===== src/rtl/window_frame_packer.sv =====
// Serial-to-frame packer: gathers `size` 8-bit samples into one frame for the windowing stage.
// A fill buffer plus an output register let the next frame fill while the current one waits.
module window_frame_packer #(
    parameter int size  = 8,
    parameter int IDX_W = 8
) (
    input  logic                 clk,
    input  logic                 rst,
    input  logic [7:0]           s_data,
    input  logic                 s_valid,
    output logic                 s_ready,
    output logic [size*8-1:0]    frame_data,
    output logic                 frame_valid,
    input  logic                 frame_ready,
    output logic [IDX_W-1:0]     frame_index
);
    // state | meaning
    // FILL  | accepting samples into the fill buffer
    // HOLD  | fill buffer complete, output register still occupied
    localparam int CNT_W = $clog2(size);
    localparam logic [CNT_W-1:0] LAST = CNT_W'(size - 1);

    typedef enum logic {FILL, HOLD} state_t;

    state_t             state, state_next;
    logic [CNT_W-1:0]   cnt, cnt_next;
    logic [size*8-1:0]  fill_buf, fill_next;
    logic [IDX_W-1:0]   idx_cnt;
    logic               out_free;
    logic               accept;
    logic               load;

    // Registered-state decode only; reset masks it so no sample is taken mid-reset.
    assign s_ready  = (state == FILL) && !rst;
    assign out_free = !frame_valid || frame_ready;
    assign accept   = s_valid && s_ready;

    always_comb begin
        state_next = state;
        cnt_next   = cnt;
        fill_next  = fill_buf;
        load       = 1'b0;
        for (int j = 0; j < size; j++) begin
            if (accept && cnt == CNT_W'(j)) begin
                fill_next[j*8 +: 8] = s_data;
            end
        end
        case (state)
            FILL: begin
                if (accept) begin
                    if (cnt != LAST) begin
                        cnt_next = cnt + 1'b1;
                    end else if (out_free) begin
                        load     = 1'b1;
                        cnt_next = '0;
                    end else begin
                        state_next = HOLD;
                    end
                end
            end
            HOLD: begin
                if (out_free) begin
                    load       = 1'b1;
                    cnt_next   = '0;
                    state_next = FILL;
                end
            end
            default: state_next = FILL;
        endcase
    end

    always_ff @(posedge clk) begin
        if (rst) begin
            state       <= FILL;
            cnt         <= '0;
            fill_buf    <= '0;
            idx_cnt     <= '0;
            frame_valid <= 1'b0;
            frame_data  <= '0;
            frame_index <= '0;
        end else begin
            state    <= state_next;
            cnt      <= cnt_next;
            fill_buf <= fill_next;
            // A transfer on the same edge as acceptance replaces the frame, keeping valid high.
            if (load) begin
                frame_valid <= 1'b1;
                frame_data  <= fill_next;
                frame_index <= idx_cnt;
                idx_cnt     <= idx_cnt + 1'b1;
            end else if (frame_valid && frame_ready) begin
                frame_valid <= 1'b0;
            end
        end
    end
endmodule

===== config.mk =====
export PLATFORM = sky130hd
export DESIGN_NAME = window_frame_packer
export DESIGN_NICKNAME = d
export VERILOG_FILES = /design/src/rtl/window_frame_packer.sv
export SDC_FILE = /design/constraint.sdc
export NUM_CORES = 1
export LEC_CHECK = 0
export CAP_MARGIN = 25
export CORE_MARGIN = 2
export CORE_UTILIZATION = 35
export DETAILED_ROUTE_END_ITERATION = 16
export GPL_ROUTABILITY_DRIVEN = 0
export PLACE_DENSITY = 0.66
export SYNTH_ARGS = -nofsm -noshare
export SYNTH_HDL_FRONTEND = slang
export SYNTH_SLANG_ARGS = --single-unit

===== constraint.sdc =====
create_clock -name clk -period 2.7 [get_ports clk]
set_input_delay 0.27 -clock clk [delete_from_list [all_inputs] [get_ports clk]]
set_output_delay 0.27 -clock clk [all_outputs]
set_load 0.02 [all_outputs]

Yosys cells after proc, flatten, opt, wreduce, memory -nomap -nowiden --
Index checks and enable logic that the tools add are counted.
Storage, ports and cells: register bits 149, output and inout bits 74
Cells by class: add/subtract/negate cells 2, eq/ne operators 9, muxes and demuxes 22, bitwise gates (word level) 1, reduce and logical (&&, ||, !) cells 16
Operators with widths (number):
- $mux 8 | 8
- $eq 3x3->1 const B | 4
- $logic_and 1x1->1 | 11
- $mux 3 | 3
- $add 8x1->8 const B | 1
- $mux 1 | 8
- $eq 3x2->1 const B | 2
- $pmux 3 s2 | 1
- $pmux 1 s2 | 2
- $add 3x1->3 const B | 1
- $eq 3x1->1 const B | 1
- $logic_not 3->1 | 1
- $ne 3x3->1 const B | 1
- $logic_not 1->1 | 2
- $ne 2x2->1 const B | 1
- $reduce_bool 2->1 | 1
- $logic_or 1x1->1 | 1
- $not 1->1 | 1

Depth between registers and ports, before layout --
depth after elaboration 7, mapped depth 9, depth with buffers taken out 6

Least setup slack after synthesis --
Ideal clock, no wire load.
kind register -> register, from register cnt[0], to register idx_cnt[6], library setup time 116 ps, arrival 1726 ps, slack 858 ps, cell stages (with the launch flop) 9, buffers on the path 3, period minus slack after synthesis 1842 ps, cells stage by stage dfxtp_1 -> ha_1 -> ha_1 -> and3b_1 -> o21a_1 -> buf_2 -> buf_6 -> buf_4 -> a31o_2
Between the ends: cells in the longest elaborated chain, start to end 4
Ends and longest elaborated chain:
- start: declaration | line 26 | logic [CNT_W-1:0] cnt, cnt_next;
- start signal: assignment | line 83 | cnt <= cnt_next;
- $ne 3x3->1 | line 51 | if (cnt != LAST) begin
- $mux 1 | line 51
- $mux 1 | line 50 | if (accept) begin
- $pmux 1 s2 | line 48 | case (state)
- end signal: assignment | line 90 | idx_cnt <= idx_cnt + 1'b1;
- end: declaration | line 28 | logic [IDX_W-1:0] idx_cnt;
Every way passes these cells. A chain may end at the register's enable or synchronous reset.

Worst setup path after layout --
from register cnt[0], to register frame_data[1]
Between the ends: cells in the longest elaborated chain, start to end 4, elaborated cells on any way between the ends 7, classes of those cells eq/ne (1); mux (4); reduce/logical (2)
Ends and longest elaborated chain:
- $ne 3x3->1 | line 51
- $mux 1 | line 51
- $mux 1 | line 50
- $pmux 1 s2 | line 48
- end signal: assignment | line 88 | frame_data <= fill_next;
- end: declaration | line 12 | output logic [size*8-1:0] frame_data,
Several ways; a longest one is shown, not always the timed one.

==> summary.md <==
| Metric | Value |
|---|---|
| Status | complete, no violations |
| Area growth syn-to-layout | 28.2% |
| Ys flop type | dfxtp_1 |
| Mapped Cells | roughly 560 |
| Die width | approximately 130 um |
| CTS tree | done |
| CP Launch Type | flip-flop |
| Simple-gate portion of the synthesized area | 14.9% |
| Final ANT Viol Nets | 0 |
| CTS buffer count | 17 |
| # nets final | ~640 |
| CTS-repair resized insts | 0 |
| Worst EP required | 3010 ps |
| Yosys cell types | 38 |
| Sequential share of the synthesized area | between 50% and 60% |
| Critical path type | reg -> reg |
| Crit path time final | 2220 ps |
| Post-synth ARST share | 0% |
| Pre-Repair DR Iteration Count | 4 |
| YS warnings | 0 |
| XOR/XNOR Fraction of Synth Area | less than 1% |
| Htree depth | 4 |
| Synth top area cells | dfxtp_1 55%, mux2i_1 10%, nor2_1 9.2% |
| Worst setup EP type | flip-flop |
| Final wirelength | ~12000 um |
| IO buf count | 85 |
| Hold Path Cell Cnt | 5 |
| Crit path DAT | around 2500 ps |
| Top-count cell post-synth | dfxtp_1 |
| Vias | ~4100 |
| # rows | 45 |
| Share of the synthesized area in the top cell type | around 55% |
| Fin area | about 7000 um2 |
| DRC | 0 |
| Initial Util | between 30% and 40% |
| First-iteration detailed-routing DRC count | approximately 230 |
| CP Max Fanout | 34 |
| Mapped Avg Cell Area | about 10 um2 |
| EDFF count, synth | 0 |
| Final core utilization | around 46% |
| PwrDens | between 600 and 700 nW/um2 |
| Pin count of the biggest net entering global routing | 99 |
| Slew HR | ~34% |
| Initial antenna violation count | 0 |
| Synth top cells by count | 149 x dfxtp_1, 134 x nor2_1, 56 x mux2i_1 |
| Pre-CTS WS | between 300 and 400 ps |
| Clock Latency Late Sink | ~420 ps |
| First-pass GRT wire length | just under 20000 um |
| Final setup margin | 479 ps |
| R2R cell count | 7 |
| Fin crit share | between 80% and 90% |
| Skew final | about 6.5 ps |
| Post-synthesis mux area share | between 10 and 15% |
| Post-synth top area cell | dfxtp_1 |
| Final setup TNS | 0 ps |
| Post-cts hold buffer count | 0 |
| Tot GR Track Use | between 15 and 20% |
| Wire per inst | approximately 15 um |
| Max Cap Viol | 0 |
| Max Root-Sink Buffers | 2 |
| Share of cells above drive strength 1 | 8.79% |
| Hold Path Class | in -> reg |
| Total power | approximately 4.6 mW |
| Least-Margin Pin Slew | 983 ps |
| Ant diodes | 0 |
| Maximum clock frequency | roughly 450 MHz |
| Worst-path clk slew | around 60 ps |
| Clock root cell | clkbuf_16 |
| Die ar. | roughly 17000 um2 |
| Post-synthesis adder-cell area fraction | 1.61% |
| Largest family of logic cells by synthesized area | simple AND/OR/NAND/NOR gates |
| Die Y | roughly 130 um |
| Max-slew violations | 0 |
| Final Hold Viols | 0 |
| Leakage | ~2.6 nW |
| Synth Register Bits | about 150 |
| Clock sink total | between 100 and 150 |
| RSZ-0062 raised after global routing | false |
| Placed cell area | 6410 um2 |
| Syn_nets | 580 |
| Total setup buffers inserted after CTS | 0 |
| Global route overflow | 0 |
| Core area | between 15000 and 20000 um2 |
| Finish-stage setup viols | 0 |
| Vias in the first global route | around 3900 |
| Post-synthesis compound-gate area fraction | a little over an eighth |
| Routed vias/inst | about 5.0 |
| Hpwl dp | between 8000 and 9000 um |
| Num ports | between 80 and 90 |
| Synth Cell Area | about 5500 um2 |
| VDD IR max | about 400 uV |
## stage by stage
stage,std cells,hold WS (ps)
floorplan,561,432
global placement,793,443
detailed placement,793,449
CTS,824,421
global route,825,470
finish,825,445
## sequential cells by signal, indices dropped and copies added, names as in the netlist
| register | flops |
|---|---|
| idx_cnt | 8 |
| frame_index | 8 |
| fill_buf | 64 |
| frame_data | 64 |
| frame_valid | 1 |
| state | 1 |
| cnt | 3 |
## worst max-delay path: stages (launching register included)
cell	delay, ps
dfxtp_1	390
ha_1	210
ha_1	230
and3b_1	280
o21a_4	410
buf_12	250
nor2_1	70
a311oi_1	270
## path summary, 6_finish.rpt
| path | from | end | slack (ps) |
|---|---|---|---|
| max | cnt[0] | frame_data[1] | 480 |
| min | rst | cnt[0] | 450 |
| max reg2reg | cnt[0] | frame_data[1] | 480 |
| min reg2reg | frame_index[5] | frame_index[5] | 460 |
## cell usage in the layout (no fill, tap or decap), types with 2 or more instances in the layout
cell type / synthesis / final
and3b_1: 3 / 3
o211ai_1: 2 / 2
mux2i_1: 56 / 56
clkbuf_8: 0 / 3
clkbuf_1: 24 / 2
clkdlybuf4s50_1: 0 / 84
bufinv_16: 0 / 2
nand3_1: 2 / 2
clkbuf_16: 0 / 17
nand2b_1: 2 / 2
nand2_1: 35 / 35
o21ai_0: 2 / 2
a22oi_1: 2 / 2
a311oi_1: 8 / 8
nor2_1: 134 / 134
xor2_1: 3 / 3
buf_12: 0 / 3
inv_1: 6 / 6
nand4_1: 2 / 2
a211oi_2: 10 / 10
and3_1: 2 / 2
buf_4: 4 / 4
dfxtp_1: 149 / 149
a211oi_1: 46 / 46
nor3_1: 2 / 2
clkinvlp_4: 0 / 3
nand2_2: 5 / 5
and2_1: 2 / 2
a21oi_1: 22 / 22
ha_1: 7 / 7
clkinv_2: 0 / 4
nor2b_1: 2 / 2
## area by class of cell
class / count / area (um2)
clock buffers: 22 / 474
clock inverters: 9 / 103
fillers: 1423 / 8210
inverters: 6 / 22.5
multi-input cells: 359 / 2240
flip-flops and latches: 149 / 2980
well taps: 188 / 235
repair buffers: 92 / 936
## logic make-up (layout without fill, tap and decap cells)
| family | count (synthesis) | in the layout |
|---|---|---|
| compound gates | 97 | 97 |
| xor+xnor | 4 | 4 |
| fa+ha+maj | 7 | 7 |
| buf+inv | 53 | 129 |
| flops | 149 | 149 |
| mux | 56 | 56 |
| simple gates | 195 | 195 |
## power breakdown
part | switching (mW) | total (mW) | leakage (nW) | internal, mW
registers | 0.00731 | 2.22 | 1.20 | 2.21
clock network | 0.857 | 2.28 | 0.278 | 1.42
logic | 0.103 | 0.148 | 1.15 | 0.0452
total | 0.967 | 4.65 | 2.63 | 3.68
## per-layer routing
metal	GRT usage, %	up-vias	part of all wire [%]
li1	-	2049	-
met1	20.0	1936	48
met2	23.8	91	46
met3	4.86	12	5.4
met4	6.01	0	1.2
met5	0	-	0
Power figures use the tool's default switching activity.
